[src/rtl/encoder_scan_pkg.sv]
// Shared types and helpers for the sequential scan encoder.
package encoder_scan_pkg;

  typedef enum logic {
    S_IDLE = 1'b0,
    S_OUT  = 1'b1
  } state_t;

  // popcount takes a fixed maximum width; callers zero-extend, so N may not exceed it.
  localparam int unsigned POP_MAX_W = 256;
  localparam int unsigned ZERO_IDX  = 0;

  function automatic int unsigned popcount(input logic [POP_MAX_W-1:0] v);
    int unsigned c;
    c = 0;
    for (int i = 0; i < POP_MAX_W; i++) begin
      if (v[i]) c++;
    end
    return c;
  endfunction

endpackage

[src/rtl/find_first_set.sv]
// Combinational find-first-set: index of the lowest (or, with MSB_FIRST, highest) set bit.
module find_first_set
  import encoder_scan_pkg::*;
#(
  parameter  int N         = 8,
  parameter  bit MSB_FIRST = 1'b0,
  localparam int IDXW      = $clog2(N)
) (
  input  logic [N-1:0]    vec,
  output logic [IDXW-1:0] idx,
  output logic            found
);

  int unsigned j;

  // NOTE: every output gets a default before the loop so no latch is inferred.
  always_comb begin
    idx   = IDXW'(ZERO_IDX);
    found = 1'b0;
    j     = 0;
    // The last hit in the walk wins, so the walk runs away from the preferred end.
    for (int i = 0; i < N; i++) begin
      j = MSB_FIRST ? i : N - 1 - i;
      if (vec[j]) begin
        idx   = IDXW'(j);
        found = 1'b1;
      end
    end
  end

endmodule

[src/rtl/encoder_scan_seq.sv]
// Sequential scan encoder: emits the index of every set request bit, one per handshake.
// Build option: define ENC_SCAN_MSB_FIRST_EN to scan from the highest set bit downward.
module encoder_scan_seq
  import encoder_scan_pkg::*;
#(
  parameter  int N    = 8,
  localparam int IDXW = $clog2(N)
) (
  input  logic            clk,
  input  logic            rst_n,
  input  logic            en,
  input  logic            req_valid,
  output logic            req_ready,
  input  logic [N-1:0]    req_vec,
  output logic            idx_valid,
  input  logic            idx_ready,
  output logic [IDXW-1:0] idx,
  output logic            idx_last,
  output logic            idx_zero,
  output logic [IDXW:0]   pop_cnt
);

`ifdef ENC_SCAN_MSB_FIRST_EN
  localparam bit MSB_FIRST = 1'b1;
`else
  localparam bit MSB_FIRST = 1'b0;
`endif

  state_t          state, state_next;
  logic [N-1:0]    mask, mask_next;
  logic            capture, load;
  logic [IDXW-1:0] ffs_idx;
  logic            ffs_found;
  int unsigned     next_cnt;

  assign req_ready = en && (state == S_IDLE);
  assign idx_valid = (state == S_OUT);

  always_comb begin
    state_next = state;
    mask_next  = mask;
    capture    = 1'b0;
    load       = 1'b0;
    unique case (state)
      S_IDLE: begin
        if (en && req_valid) begin
          capture    = 1'b1;
          load       = 1'b1;
          mask_next  = req_vec;
          state_next = S_OUT;
        end
      end
      S_OUT: begin
        // Dropping en wins over a concurrent handshake and discards the rest of the scan.
        if (!en) begin
          mask_next  = '0;
          state_next = S_IDLE;
        end else if (idx_ready) begin
          if (idx_last) begin
            mask_next  = '0;
            state_next = S_IDLE;
          end else begin
            mask_next = mask & ~(N'(1) << idx);
            load      = 1'b1;
          end
        end
      end
      default: state_next = S_IDLE;
    endcase
  end

  find_first_set #(
    .N         (N),
    .MSB_FIRST (MSB_FIRST)
  ) u_ffs (
    .vec   (mask_next),
    .idx   (ffs_idx),
    .found (ffs_found)
  );

  assign next_cnt = popcount(POP_MAX_W'(mask_next));

  // NOTE: sequential state uses non-blocking assignments so every register samples pre-edge values.
  always_ff @(posedge clk) begin
    if (!rst_n) begin
      state    <= S_IDLE;
      mask     <= '0;
      idx      <= '0;
      idx_last <= 1'b0;
      idx_zero <= 1'b0;
      pop_cnt  <= '0;
    end else begin
      state <= state_next;
      mask  <= mask_next;
      if (load) begin
        // An empty vector still yields one terminal beat at the zero index.
        idx      <= ffs_found ? ffs_idx : IDXW'(ZERO_IDX);
        idx_last <= !ffs_found || (next_cnt == 1);
      end
      if (capture) begin
        idx_zero <= !ffs_found;
        pop_cnt  <= (IDXW+1)'(next_cnt);
      end
    end
  end

endmodule

[config.mk]
export PLATFORM = sky130hd
export DESIGN_NAME = encoder_scan_seq
export DESIGN_NICKNAME = d
export VERILOG_FILES = /design/src/rtl/encoder_scan_pkg.sv /design/src/rtl/find_first_set.sv /design/src/rtl/encoder_scan_seq.sv
export SDC_FILE = /design/constraint.sdc
export NUM_CORES = 1
export LEC_CHECK = 0
export ABC_CLOCK_PERIOD_IN_PS = 16250
export CORE_UTILIZATION = 35
export DETAILED_ROUTE_END_ITERATION = 10
export REMOVE_ABC_BUFFERS = 1
export SLEW_MARGIN = 40
export SYNTH_ARGS = -nofsm -noshare
export SYNTH_HDL_FRONTEND = slang
export SYNTH_SLANG_ARGS = --single-unit
[constraint.sdc]
create_clock -name clk -period 16.25 [get_ports clk]
set_input_delay 3.25 -clock clk [delete_from_list [all_inputs] [get_ports clk]]
set_output_delay 3.25 -clock clk [all_outputs]
set_load 0.005 [all_outputs]
# Word level (Yosys, flattened, before mapping)
# Index checks and enable logic that the tools add are counted.
dict set report word_totals {
  regBits 18
  elab_cells 61
  output_inout_bits 11
  input_bits 13
}
dict set report classes {
  muxes 39
  shifts 1
  eq_ne 1
  bitwise 3
  n_addsub 7
  reduce_logical 4
}
# operator n
set ops {}
lappend ops {{32-bit by 1-bit adder with 32-bit output (second input constant)} 7}
lappend ops {{32-bit two-way mux} 7}
lappend ops {{32-bit by 1-bit equality test with 1-bit output (second input constant)} 1}
lappend ops {{8-bit two-way mux} 4}
lappend ops {{3-bit two-way mux} 9}
lappend ops {{1-bit two-way mux} 16}
lappend ops {{8-bit case mux with 2 select lines} 1}
lappend ops {{8-bit AND} 1}
lappend ops {{8-bit NOT} 1}
lappend ops {{1-bit by 3-bit left shift with 8-bit output (first input constant)} 1}
lappend ops {{1-bit case mux with 2 select lines} 2}
lappend ops {{1-bit logical AND} 2}
lappend ops {{1-bit zero test} 1}
lappend ops {{1-bit logical OR} 1}
lappend ops {{1-bit NOT} 1}

# Depth between registers and ports, before layout
# Gate-level depths: netlist of the first run.
dict set report depth {
  word_depth 24
  depth_mapped 30
  ltp_nobuf 29
}

# Hierarchy
# From an unflattened synthesis of the first run, not the netlist that was laid out.
dict set report hier_totals {
  cells_unflattened 220
  hier_area_um2 1712.9
}
# mod n_inst seq_area_each_um2 cells_per_inst area_each_um2
set modules_own_cells {}
lappend modules_own_cells {encoder_scan_seq 1 360.3 207 1632.8}
lappend modules_own_cells {find_first_set 1 0.0 13 80.1}

# Worst setup path after synthesis of the first run
# No wires, ideal clock.
dict set report synth_timing {
  path_kind {in2reg}
  startpoint {input port idx_ready}
  endpoint {register idx_last}
  n_path_buf 1
  path_stages 29
  t_arrival_ns 7.826
  path_slack_ns 8.308
  path_cell_list {buf_6 > o21ai_0 > nand3_1 > o21ai_0 > a22o_1 > inv_1 > ha_1 > inv_1 > a32oi_1 > nor4b_4 > inv_1 > ha_1 > a21oi_1 > nor2_1 > ha_1 > a22o_1 > ha_1 > a21boi_0 > a41o_1 > a21o_1 > ha_1 > nand2_1 > nand2_1 > ha_1 > nand2_1 > xnor2_1 > xnor2_1 > and4bb_1 > a22o_1}
}
dict set report synth_via {
  elab_chain_cells 20
  word_cells_on_any_way 32
}
# element line
set synth_rtl {}
lappend synth_rtl {{from (decl)} encoder_scan_seq.sv:16} ;# input logic idx_ready,
lappend synth_rtl {{8-bit two-way mux (*)} encoder_scan_seq.sv:58} ;# end else if (idx_ready) begin
lappend synth_rtl {{8-bit two-way mux (*)} encoder_scan_seq.sv:55} ;# if (!en) begin
lappend synth_rtl {{8-bit case mux with 2 select lines (*)} encoder_scan_seq.sv:44} ;# unique case (state)
lappend synth_rtl {{net mask_next[0]} encoder_scan_seq.sv:30} ;# logic [N-1:0] mask, mask_next;
lappend synth_rtl {{1-bit two-way mux} encoder_scan_pkg.sv:17} ;# if (v[i]) c++;
lappend synth_rtl {{32-bit by 1-bit adder with 32-bit output} encoder_scan_pkg.sv:17}
lappend synth_rtl {{32-bit two-way mux} encoder_scan_pkg.sv:17}
lappend synth_rtl {{32-bit by 1-bit adder with 32-bit output} encoder_scan_pkg.sv:17}
lappend synth_rtl {{[5 not listed]} -}
lappend synth_rtl {{32-bit by 1-bit adder with 32-bit output} encoder_scan_pkg.sv:17}
lappend synth_rtl {{32-bit two-way mux} encoder_scan_pkg.sv:17}
lappend synth_rtl {{32-bit by 1-bit adder with 32-bit output} encoder_scan_pkg.sv:17}
lappend synth_rtl {{32-bit two-way mux} encoder_scan_pkg.sv:17}
lappend synth_rtl {{32-bit by 1-bit adder with 32-bit output} encoder_scan_pkg.sv:17}
lappend synth_rtl {{32-bit two-way mux} encoder_scan_pkg.sv:17}
lappend synth_rtl {{32-bit by 1-bit equality test with 1-bit output} encoder_scan_seq.sv:98} ;# idx_last <= !ffs_found || (next_cnt == 1);
lappend synth_rtl {{1-bit logical OR (*)} encoder_scan_seq.sv:98}
lappend synth_rtl {{to (signal assigned)} encoder_scan_seq.sv:98}
lappend synth_rtl {{to (decl)} encoder_scan_seq.sv:18} ;# output logic idx_last,
# The timed path passes the listed nets; every way through them passes the cells marked *.
# A chain may end at the register's enable or synchronous reset.

# Worst setup path in the final report of the first run
dict set report layout_timing {
  startpoint {input port en}
  endpoint {register idx_last}
}
dict set report layout_via {
  elab_chain_cells 20
  word_cells_on_any_way 33
}
# element line
set layout_rtl {}
lappend layout_rtl {{from (decl)} encoder_scan_seq.sv:11} ;# input logic en,
lappend layout_rtl {{1-bit logical AND} encoder_scan_seq.sv:46} ;# if (en && req_valid) begin
lappend layout_rtl {{8-bit two-way mux} encoder_scan_seq.sv:46}
lappend layout_rtl {{8-bit case mux with 2 select lines (*)} encoder_scan_seq.sv:44}
lappend layout_rtl {{net mask_next[0]} encoder_scan_seq.sv:30}
lappend layout_rtl {{1-bit two-way mux} encoder_scan_pkg.sv:17}
lappend layout_rtl {{32-bit by 1-bit adder with 32-bit output} encoder_scan_pkg.sv:17}
lappend layout_rtl {{32-bit two-way mux} encoder_scan_pkg.sv:17}
lappend layout_rtl {{32-bit by 1-bit adder with 32-bit output} encoder_scan_pkg.sv:17}
lappend layout_rtl {{[5 not listed]} -}
lappend layout_rtl {{32-bit by 1-bit adder with 32-bit output} encoder_scan_pkg.sv:17}
lappend layout_rtl {{32-bit two-way mux} encoder_scan_pkg.sv:17}
lappend layout_rtl {{32-bit by 1-bit adder with 32-bit output} encoder_scan_pkg.sv:17}
lappend layout_rtl {{32-bit two-way mux} encoder_scan_pkg.sv:17}
lappend layout_rtl {{32-bit by 1-bit adder with 32-bit output} encoder_scan_pkg.sv:17}
lappend layout_rtl {{32-bit two-way mux} encoder_scan_pkg.sv:17}
lappend layout_rtl {{32-bit by 1-bit equality test with 1-bit output} encoder_scan_seq.sv:98}
lappend layout_rtl {{1-bit logical OR (*)} encoder_scan_seq.sv:98}
# Marks and branches as above.

==> flow_metrics.tcl, run 1 <==
set metrics [dict create \
    status "completed" \
    synthFlopType "dfxtp_1" \
    crit_arrival_ns 9.26 \
    post-route-cell-area_mm2 0.00195 \
    post_dp_cell_area_mm2 0.00190 \
    p_total_mw 0.142 \
    synth_top_area_cell "dfxtp_1" \
    synth_warnings 0 \
    min_period_ns 9.11 \
    timing.setup.tns_ns 0 \
    viasPerCell 5.56 \
    min_path_type "reg2reg" \
    syn_area_mm2 0.00166 \
    critPathTopFamily "compound AO/OA/AOI/OAI gates" \
    r2r-start "idx[2]$_SDFFE_PN0P_" \
    power_frac_seq_pct 36.1 \
    worstSetupEndpointType "flop" \
    dr.first_iter.drc_count 102 \
    crit_required_ns 16.40 \
    setup_viol 0 \
    fp.dieArea_mm2 0.00502 \
    portBuffers 23 \
    hold_buffers 0 \
    rows 24 \
    io_pins 24 \
    p_comb_share_pct 42.2 \
    dpl.hpwl_mm 3.10 \
    cts.sinks 18 \
    synthCells 206 \
    skew_ns 0.00220 \
    firstDrtPassIters 6 \
    p_sw_mw 0.0496 \
    cts_inserted_buffers 3 \
    synth_area_per_cell_um2 8.06 \
    cts_tree "done" \
    cpMostUsedCell "ha_1" \
    start_kind "primary input" \
    coreArea_mm2 0.00444 \
    p_int_mw 0.0927 \
    final_util_pct 43.8 \
    path_clk_slew_ns 0.06 \
    slowest_delay_ns 0.72 \
    worstRegToRegCells 29 \
    drc 0 \
    hp-start "pop_cnt[0]$_SDFFE_PN0P_" \
    p_per_area_mw_per_mm2 73.1 \
    mostFrequentLayoutCell "nand2_1" \
    max_clock_freq_mhz 110 \
    ff2ff_setup_slack_ns 10.36 \
    fin_nets 244 \
    drv_slew 0 \
    antenna_cells 0 \
    tightest_slew_ns 0.750 \
    p_leak_nw 0.802 \
    cts_max_level 1 \
    dpl.cell_count 270 \
    die_w_um 70.9 \
    start_util_pct 37.4 \
    cts_resized 0 \
    clockBufferDepth 2 \
    yosysTopAreaCellShare_pct 21.7 \
    ant_nets 0 \
    synth_seq_cells 18 \
    post_drt_wl_per_cell_um 15.8 \
    cts_root_buffer "clkbuf_8" \
    whs_path_depth 1 \
    clock_latency_ns 0.25 \
    synth-edff-count 0 \
    area_delta_synth_final_pct 17.3 \
    whs_endpoint "pop_cnt[0]$_SDFFE_PN0P_" \
    critPathMaxFanout 16 \
    die_y_um 70.9 \
    critPathBufInv 4 \
    cts_setup_buffers 0 \
    p_clk_share_pct 21.7 \
    maxCapViolations 0 \
    period_share_pct 56.1 \
    grt_antenna_before_repair 0 \
    critPathSlowestCell "clkdlybuf4s50_1" \
    grt_overflow 0 \
    dr_total_vias 1518 \
    grt_pass1_wl_mm 7.13 \
    peakVddDrop_uv 48.1 \
    grt_pass1_vias 1469 \
    wl_mm 4.30 \
    final_cells 273 \
    drive_above_1_share_pct 5.43 \
    worstReg2RegEnd "idx_last$_SDFFE_PN0P_" \
    ys_top_cells_by_area "dfxtp_1, ha_1, nand2_1" \
    layout_common_cells "nand2_1, clkdlybuf4s50_1, dfxtp_1" \
    path_class "in2reg" \
    synthArstFlopShare_pct 0 \
    yosysSeqAreaShare_pct 21.7 \
    grt_max_degree 23 \
    synth_cell_types 57 \
    hold_viol_final 0 \
    gp_congestion 0.857 \
    netSwitchingFraction_pct 34.9 \
    rsz0062_at_grt "false" \
    grt_usage_pct 17.7 \
    slew_headroom_pct 49.8 \
]
-- layer usage --
metal	vias to the layer above	GRT usage, %	part of all wire, %
li1	784	-	-
met1	700	24.4	51
met2	32	30.0	45
met3	2	2.99	4.1
met4	0	2.00	0.30
met5	-	0	0
-- how the worst max path moves through the flow --
stage / cells past startpoint / to / startpoint
after floorplan: 26 / idx_last$_SDFFE_PN0P_ / req_valid
after global placement: 27 / idx_last$_SDFFE_PN0P_ / en
after detailed placement: 27 / idx_last$_SDFFE_PN0P_ / en
after CTS: 27 / idx_last$_SDFFE_PN0P_ / en
after global routing: 26 / idx_last$_SDFFE_PN0P_ / en
final: 27 / idx_last$_SDFFE_PN0P_ / en
-- cell type report --
| cell class | count | area (µm²) |
|---|---|---|
| Timing Repair Buffer | 23 | 230 |
| Multi-Input combinational cell | 165 | 1200 |
| Clock buffer | 3 | 41.3 |
| Inverter | 12 | 45.0 |
| Sequential cell | 18 | 360 |
| Fill cell | 454 | 2500 |
| Tap cell | 52 | 65.1 |
-- synthesized netlist by cell type, types with 2 or more instances --
cell      count
nand2_1      24
dfxtp_1      18
inv_1        12
a21oi_1      11
and2_1       11
o21ai_0      10
ha_1          8
nand3_1       7
nor2b_1       7
nor3_1        7
buf_2         6
nor2_1        5
xnor2_1       5
a22o_1        4
clkbuf_1      4
or3_1         4
xor2_1        4
and3_1        3
mux2i_1       3
nand4b_1      3
nor3b_1       3
o211a_1       3
a21boi_0      2
a21o_1        2
a31o_2        2
a31oi_1       2
a32oi_1       2
nand4_1       2
o211ai_1      2
o31ai_1       2
xnor2_2       2
-- logic make-up after synthesis --
kind of cell	share of synthesized area, %
AOI/OAI and AO/OA	23.4
xor gates and xnor gates	9.57
adders and majority gates	6.03
buffers and inverters	6.10
DFF	21.7
muxes	1.81
and+or+nand+nor	31.3
-- flip-flops by register name, indices dropped and copies added (netlist names) --
name / flops
pop_cnt: 4
idx: 3
mask: 8
idx_zero: 1
idx_valid: 1
idx_last: 1
-- power by group through the flow --
| stage | clock network, mW | logic, mW | registers [mW] |
|---|---|---|---|
| detailed placement | 0 | 0.0594 | 0.0521 |
| finish | 0.0308 | 0.0601 | 0.0513 |
| CTS | 0.0324 | 0.0598 | 0.0511 |
| floorplan | 0 | 0.0415 | 0.0511 |
| global route | 0.0348 | 0.0669 | 0.0518 |
| global placement | 0 | 0.0589 | 0.0521 |
-- worst reg2reg max path: cells and delay by family, from the launching register on --
kind	cells	cell delay, ns
buffers and inverters	3	0.24
AND/OR/NAND/NOR	8	0.96
XOR/XNOR	2	0.24
adder cells (fa/ha/maj)	6	1.76
AO/OA/AOI/OAI	10	1.98
flip-flops	1	0.58
-- metrics by stage --
step	setup WS, ns	hold WS, ns
6_report	7.14	0.500
5_1_grt	6.68	0.522
4_1_cts	7.21	0.509
3_5_place_dp	6.98	0.488
3_3_place_gp	7.12	0.485
2_1_floorplan	8.38	0.495
(Power assumes the default switching activity.)
==> run 2: changes to the inputs <==
- ABC_CLOCK_PERIOD_IN_PS: 16250 -> 8000
- clock period: 16.25 -> 8 ns (I/O delays scaled with it)
==> flow_metrics.tcl, run 2 (same netlist as run 1, synthesis figures left out) <==
set metrics [dict create \
    die_w_um 70.9 \
    whs_ns 0.506 \
    grt_usage_pct 18.4 \
    dr.first_iter.drc_count 106 \
    cts_tree "done" \
    dpl.hpwl_mm 3.21 \
    use_met3_pct 3.56 \
    antenna_cells 0 \
    cts_resized 0 \
    p_total_mw 0.292 \
    start_util_pct 37.4 \
    crit_arrival_ns 7.07 \
    coreArea_mm2 0.00444 \
    worstSetupEndpointType "flop" \
    skew_ns 0.00234 \
    cpMostUsedCell "ha_1" \
    viasPerCell 5.64 \
    mostFrequentLayoutCell "nand2_1" \
    max_clock_freq_mhz 144 \
    hold_viol_final 0 \
    clockBufferDepth 2 \
    drc 6 \
    portBuffers 23 \
    period_share_pct 86.5 \
    wl_mm 4.31 \
    cts.sinks 18 \
    cts_inserted_buffers 3 \
    fin_nets 249 \
    cts_root_buffer "clkbuf_8" \
    p_per_area_mw_per_mm2 147 \
    status "finished with violations" \
    setup_viol 0 \
    maxCapViolations 0 \
    rsz0062_at_grt "false" \
    min_period_ns 6.92 \
    worstRegToRegCells 29 \
    slowest_delay_ns 0.50 \
    critPathMaxFanout 7 \
    r2r-start "idx[2]$_SDFFE_PN0P_" \
    io_pins 24 \
    failed_checks "DRC" \
    clock_latency_ns 0.26 \
    post_dp_cell_area_mm2 0.00194 \
    p_leak_nw 0.826 \
    path_class "in2reg" \
    largest_register "mask" \
    grt_antenna_before_repair 0 \
    tightest_slew_ns 0.763 \
    cts_max_level 1 \
    hold_buffers 0 \
    min_path_type "reg2reg" \
    worstReg2RegEnd "idx_last$_SDFFE_PN0P_" \
    critPathSlowestCell "clkdlybuf4s50_1" \
    crit_required_ns 8.15 \
    peakVddDrop_uv 112 \
    rows 24 \
    timing.setup.tns_ns 0 \
    start_kind "primary input" \
    grt-busiest-layer "met2" \
    ff2ff_setup_slack_ns 2.31 \
    fp.dieArea_mm2 0.00502 \
    place_ws_ns 0.820 \
    ant_nets 0 \
    grt_use_met1_pct 25.2 \
    path_clk_slew_ns 0.07 \
    largest_reg_flops 8 \
    whs_endpoint "pop_cnt[0]$_SDFFE_PN0P_" \
    post-route-cell-area_mm2 0.00198 \
    drv_slew 0 \
    die_y_um 70.9 \
    post_drt_wl_per_cell_um 15.5 \
    whs_path_depth 1 \
    firstDrtPassIters 10 \
    cts_setup_buffers 0 \
    grt_overflow 0 \
    grt_max_degree 23 \
    layout_common_cells "nand2_1, clkdlybuf4s50_1, dfxtp_1" \
    reg_top3 "mask (8), pop_cnt (4), idx (3)" \
    grt_pass1_vias 1429 \
    gp_congestion 0.858 \
    met2_usage_pct 30.7 \
    hp-start "pop_cnt[0]$_SDFFE_PN0P_" \
    slew_headroom_pct 49.2 \
    area_delta_synth_final_pct 19.1 \
    fillCellCount 458 \
    dr_total_vias 1568 \
    drive_above_1_share_pct 7.08 \
    grt_pass1_wl_mm 7.26 \
    layout_setup_ws_ns 1.08 \
]
run 2: changes by cell type in the layout (fill, tap and decap cells not counted), sizes merged:
cell,previous run,this run
buf,0,5
run 2: worst max-delay path by stage:
stage | from | slack [ns] | endpoint | cells after the start
3_3_place_gp | req_valid | 0.99 | idx_last$_SDFFE_PN0P_ | 27
5_1_grt | req_valid | 0.63 | idx_last$_SDFFE_PN0P_ | 27
4_1_cts | req_valid | 1.10 | idx_last$_SDFFE_PN0P_ | 27
2_1_floorplan | req_valid | 1.78 | idx_last$_SDFFE_PN0P_ | 26
6_report | req_valid | 1.08 | idx_last$_SDFFE_PN0P_ | 27
3_5_place_dp | req_valid | 0.82 | idx_last$_SDFFE_PN0P_ | 27
run 2: area by class of cell:
| cell class | instances | area [µm²] | area share, % |
|---|---|---|---|
| Tap cell | 52 | 65.1 | 3.29 |
| Inverter | 12 | 45.0 | 2.28 |
| Sequential cell | 18 | 360 | 18.2 |
| Clock buffer | 3 | 41.3 | 2.09 |
| Multi-Input combinational cell | 165 | 1200 | 60.6 |
| Timing Repair Buffer | 28 | 268 | 13.5 |
run 2: per-stage QoR:
step / cells / utilization [%]
after global placement: 275 / 43.6
after floorplan: 195 / -
after global routing: 278 / 44.5
after CTS: 278 / 44.5
final: 278 / 44.5
after detailed placement: 275 / 43.6
run 2: worst max-delay path: cells and delay by family:
| family | cells | cell delay [ns] |
|---|---|---|
| buf+inv | 4 | 0.73 |
| simple gates | 6 | 0.78 |
| compound gates | 9 | 1.96 |
| xor+xnor | 2 | 0.25 |
| fa+ha+maj | 6 | 1.74 |
run 2: metal layers:
layer	up-vias	part of all wire [%]
li1	800	-
met3	2	4.4
met4	0	0.33
met1	725	49
met5	-	0
met2	41	47
run 2: report_power, final:
part           total [mW]  internal (mW)  switching [mW]
Sequential          0.104         0.0953         0.00821
Clock              0.0650         0.0335          0.0315
Combinational       0.123         0.0610          0.0622
Total               0.292          0.190           0.102
==> run 3: changes to the inputs <==
- ABC_CLOCK_PERIOD_IN_PS: 8000 -> 5800
- clock period: 8 -> 5.8 ns (I/O delays scaled with it)
==> flow_metrics.tcl, run 3 (same netlist as run 1, synthesis figures left out) <==
set metrics [dict create \
    ant_nets 0 \
    post-route-cell-area_mm2 0.00236 \
    crit_arrival_ns 5.69 \
    skew_ns 0.00104 \
    drc 6 \
    post_dp_cell_area_mm2 0.00215 \
    hold_buffers 0 \
    layout_setup_ws_ns 0.262 \
    fillCellCount 433 \
    place_ws_ns -0.705 \
    area_delta_synth_final_pct 42.0 \
    path_class "in2reg" \
    worstSetupEndpointType "flop" \
    antenna_cells 0 \
    setup_viol 0 \
    whs_endpoint "pop_cnt[2]$_SDFFE_PN0P_" \
    crit_required_ns 5.95 \
    start_kind "primary input" \
    clockBufferDepth 2 \
    post_drt_wl_per_cell_um 14.8 \
    worstReg2RegEnd "idx_last$_SDFFE_PN0P_" \
    max_clock_freq_mhz 181 \
    tightest_slew_ns 0.683 \
    final_cells 316 \
    p_leak_nw 1.06 \
    portBuffers 23 \
    cts_tree "done" \
    cts_inserted_buffers 3 \
    largest_reg_flops 8 \
    p_per_area_mw_per_mm2 211 \
    min_path_type "reg2reg" \
    cts_root_buffer "clkbuf_8" \
    ff2ff_setup_slack_ns 0.64 \
    layout_common_cells "buf_4, nand2_1, dfxtp_1, clkdlybuf4s50_1, and2_1" \
    maxCapViolations 0 \
    use_met3_pct 3.28 \
    critPathMaxFanout 5 \
    slew_headroom_pct 54.2 \
    coreArea_mm2 0.00444 \
    mostFrequentLayoutCell "buf_4" \
    failed_checks "DRC" \
    dr.first_iter.drc_count 106 \
    worstRegToRegCells 28 \
    cts.sinks 18 \
    hold_viol_final 0 \
    rsz0062_at_grt "false" \
    grt_antenna_before_repair 0 \
    min_period_ns 5.54 \
    grt_usage_pct 19.4 \
    io_pins 24 \
    status "finished with violations" \
    grt_pass1_vias 1616 \
    grt_overflow 0 \
    grt_max_degree 20 \
    firstDrtPassIters 9 \
    grt_use_met1_pct 26.6 \
    drv_slew 0 \
    largest_register "mask" \
    wl_mm 4.68 \
    die_w_um 70.9 \
    reg_top3 "mask (8), pop_cnt (4), idx (3)" \
    grt-busiest-layer "met2" \
    whs_path_depth 1 \
    fin_nets 286 \
    r2r-start "idx[1]$_SDFFE_PN0P_" \
    rows 24 \
    viasPerCell 5.41 \
    grt_pass1_wl_mm 7.82 \
    clock_latency_ns 0.26 \
    critPathSlowestCell "ha_4" \
    start_util_pct 37.4 \
    dpl.cell_count 303 \
    period_share_pct 95.5 \
    die_y_um 70.9 \
    slowest_delay_ns 0.30 \
    met2_usage_pct 33.3 \
    gp_congestion 0.849 \
    fp.dieArea_mm2 0.00502 \
    peakVddDrop_uv 269 \
    drive_above_1_share_pct 28.0 \
    path_clk_slew_ns 0.07 \
    dpl.hpwl_mm 3.43 \
    hp-start "pop_cnt[2]$_SDFFE_PN0P_" \
    dr_total_vias 1708 \
    cts_max_level 1 \
]
## run 3: layer usage
layer  part of all wire, %  vias to the layer above
met1                    47                      777
li1                      -                      874
met5                     0                        -
met2                    47                       55
met3                   5.9                        2
met4                  0.45                        0
## run 3: area by class of cell
class                      instances  area (µm²)  area share, %
clock buffer                       4        55.1           2.33
multi-input combinational        165        1290           54.9
timing repair buffer              65         536           22.7
sequential                        18         360           15.3
inverter                          12        47.5           2.02
tap                               52        65.1           2.76
## run 3: through the flow
step	power (mW)	hold WS [ns]	TNS, ns	util (%)
CTS	0.481	0.511	0	52.0
finish	0.497	0.504	0	53.1
detailed placement	0.348	0.490	-2.22	48.3
global placement	0.348	0.488	-1.64	48.3
global route	0.529	0.535	0	53.1
floorplan	0.260	0.495	0	-
## run 3: worst max-delay path, delay by kind of cell
family          cells  cell delay, ns
mux                 1            0.18
simple gates        5            0.68
compound gates     10            1.69
buf+inv             4            0.30
fa+ha+maj           6            1.68
## run 3: report_power, final
group / internal, mW / switching (mW) / leakage [nW]
Combinational: 0.138 / 0.116 / 0.880
Clock: 0.0604 / 0.0454 / 0.0288
Sequential: 0.131 / 0.00637 / 0.147
## run 3: timing repair
item / 4_1_cts / 5_1_grt
gates resized for setup: 21 / 16
endpoints found under the hold margin: 0 / 0
pin swaps: 17 / 17
setup buffers: 8 / 3
setup endpoints to repair: 4 / 3
## run 3: worst max path at each step
stage / cells after the start / end / slack (ns) / start
floorplan: 26 / idx_last$_SDFFE_PN0P_ / 0.02 / req_valid
global placement: 29 / idx_last$_SDFFE_PN0P_ / -0.55 / req_valid
detailed placement: 29 / idx_last$_SDFFE_PN0P_ / -0.70 / req_valid
CTS: 28 / idx_last$_SDFFE_PN0P_ / 0.02 / req_vec[1]
global route: 27 / idx_last$_SDFFE_PN0P_ / 0.03 / req_valid
finish: 26 / idx_last$_SDFFE_PN0P_ / 0.26 / req_valid
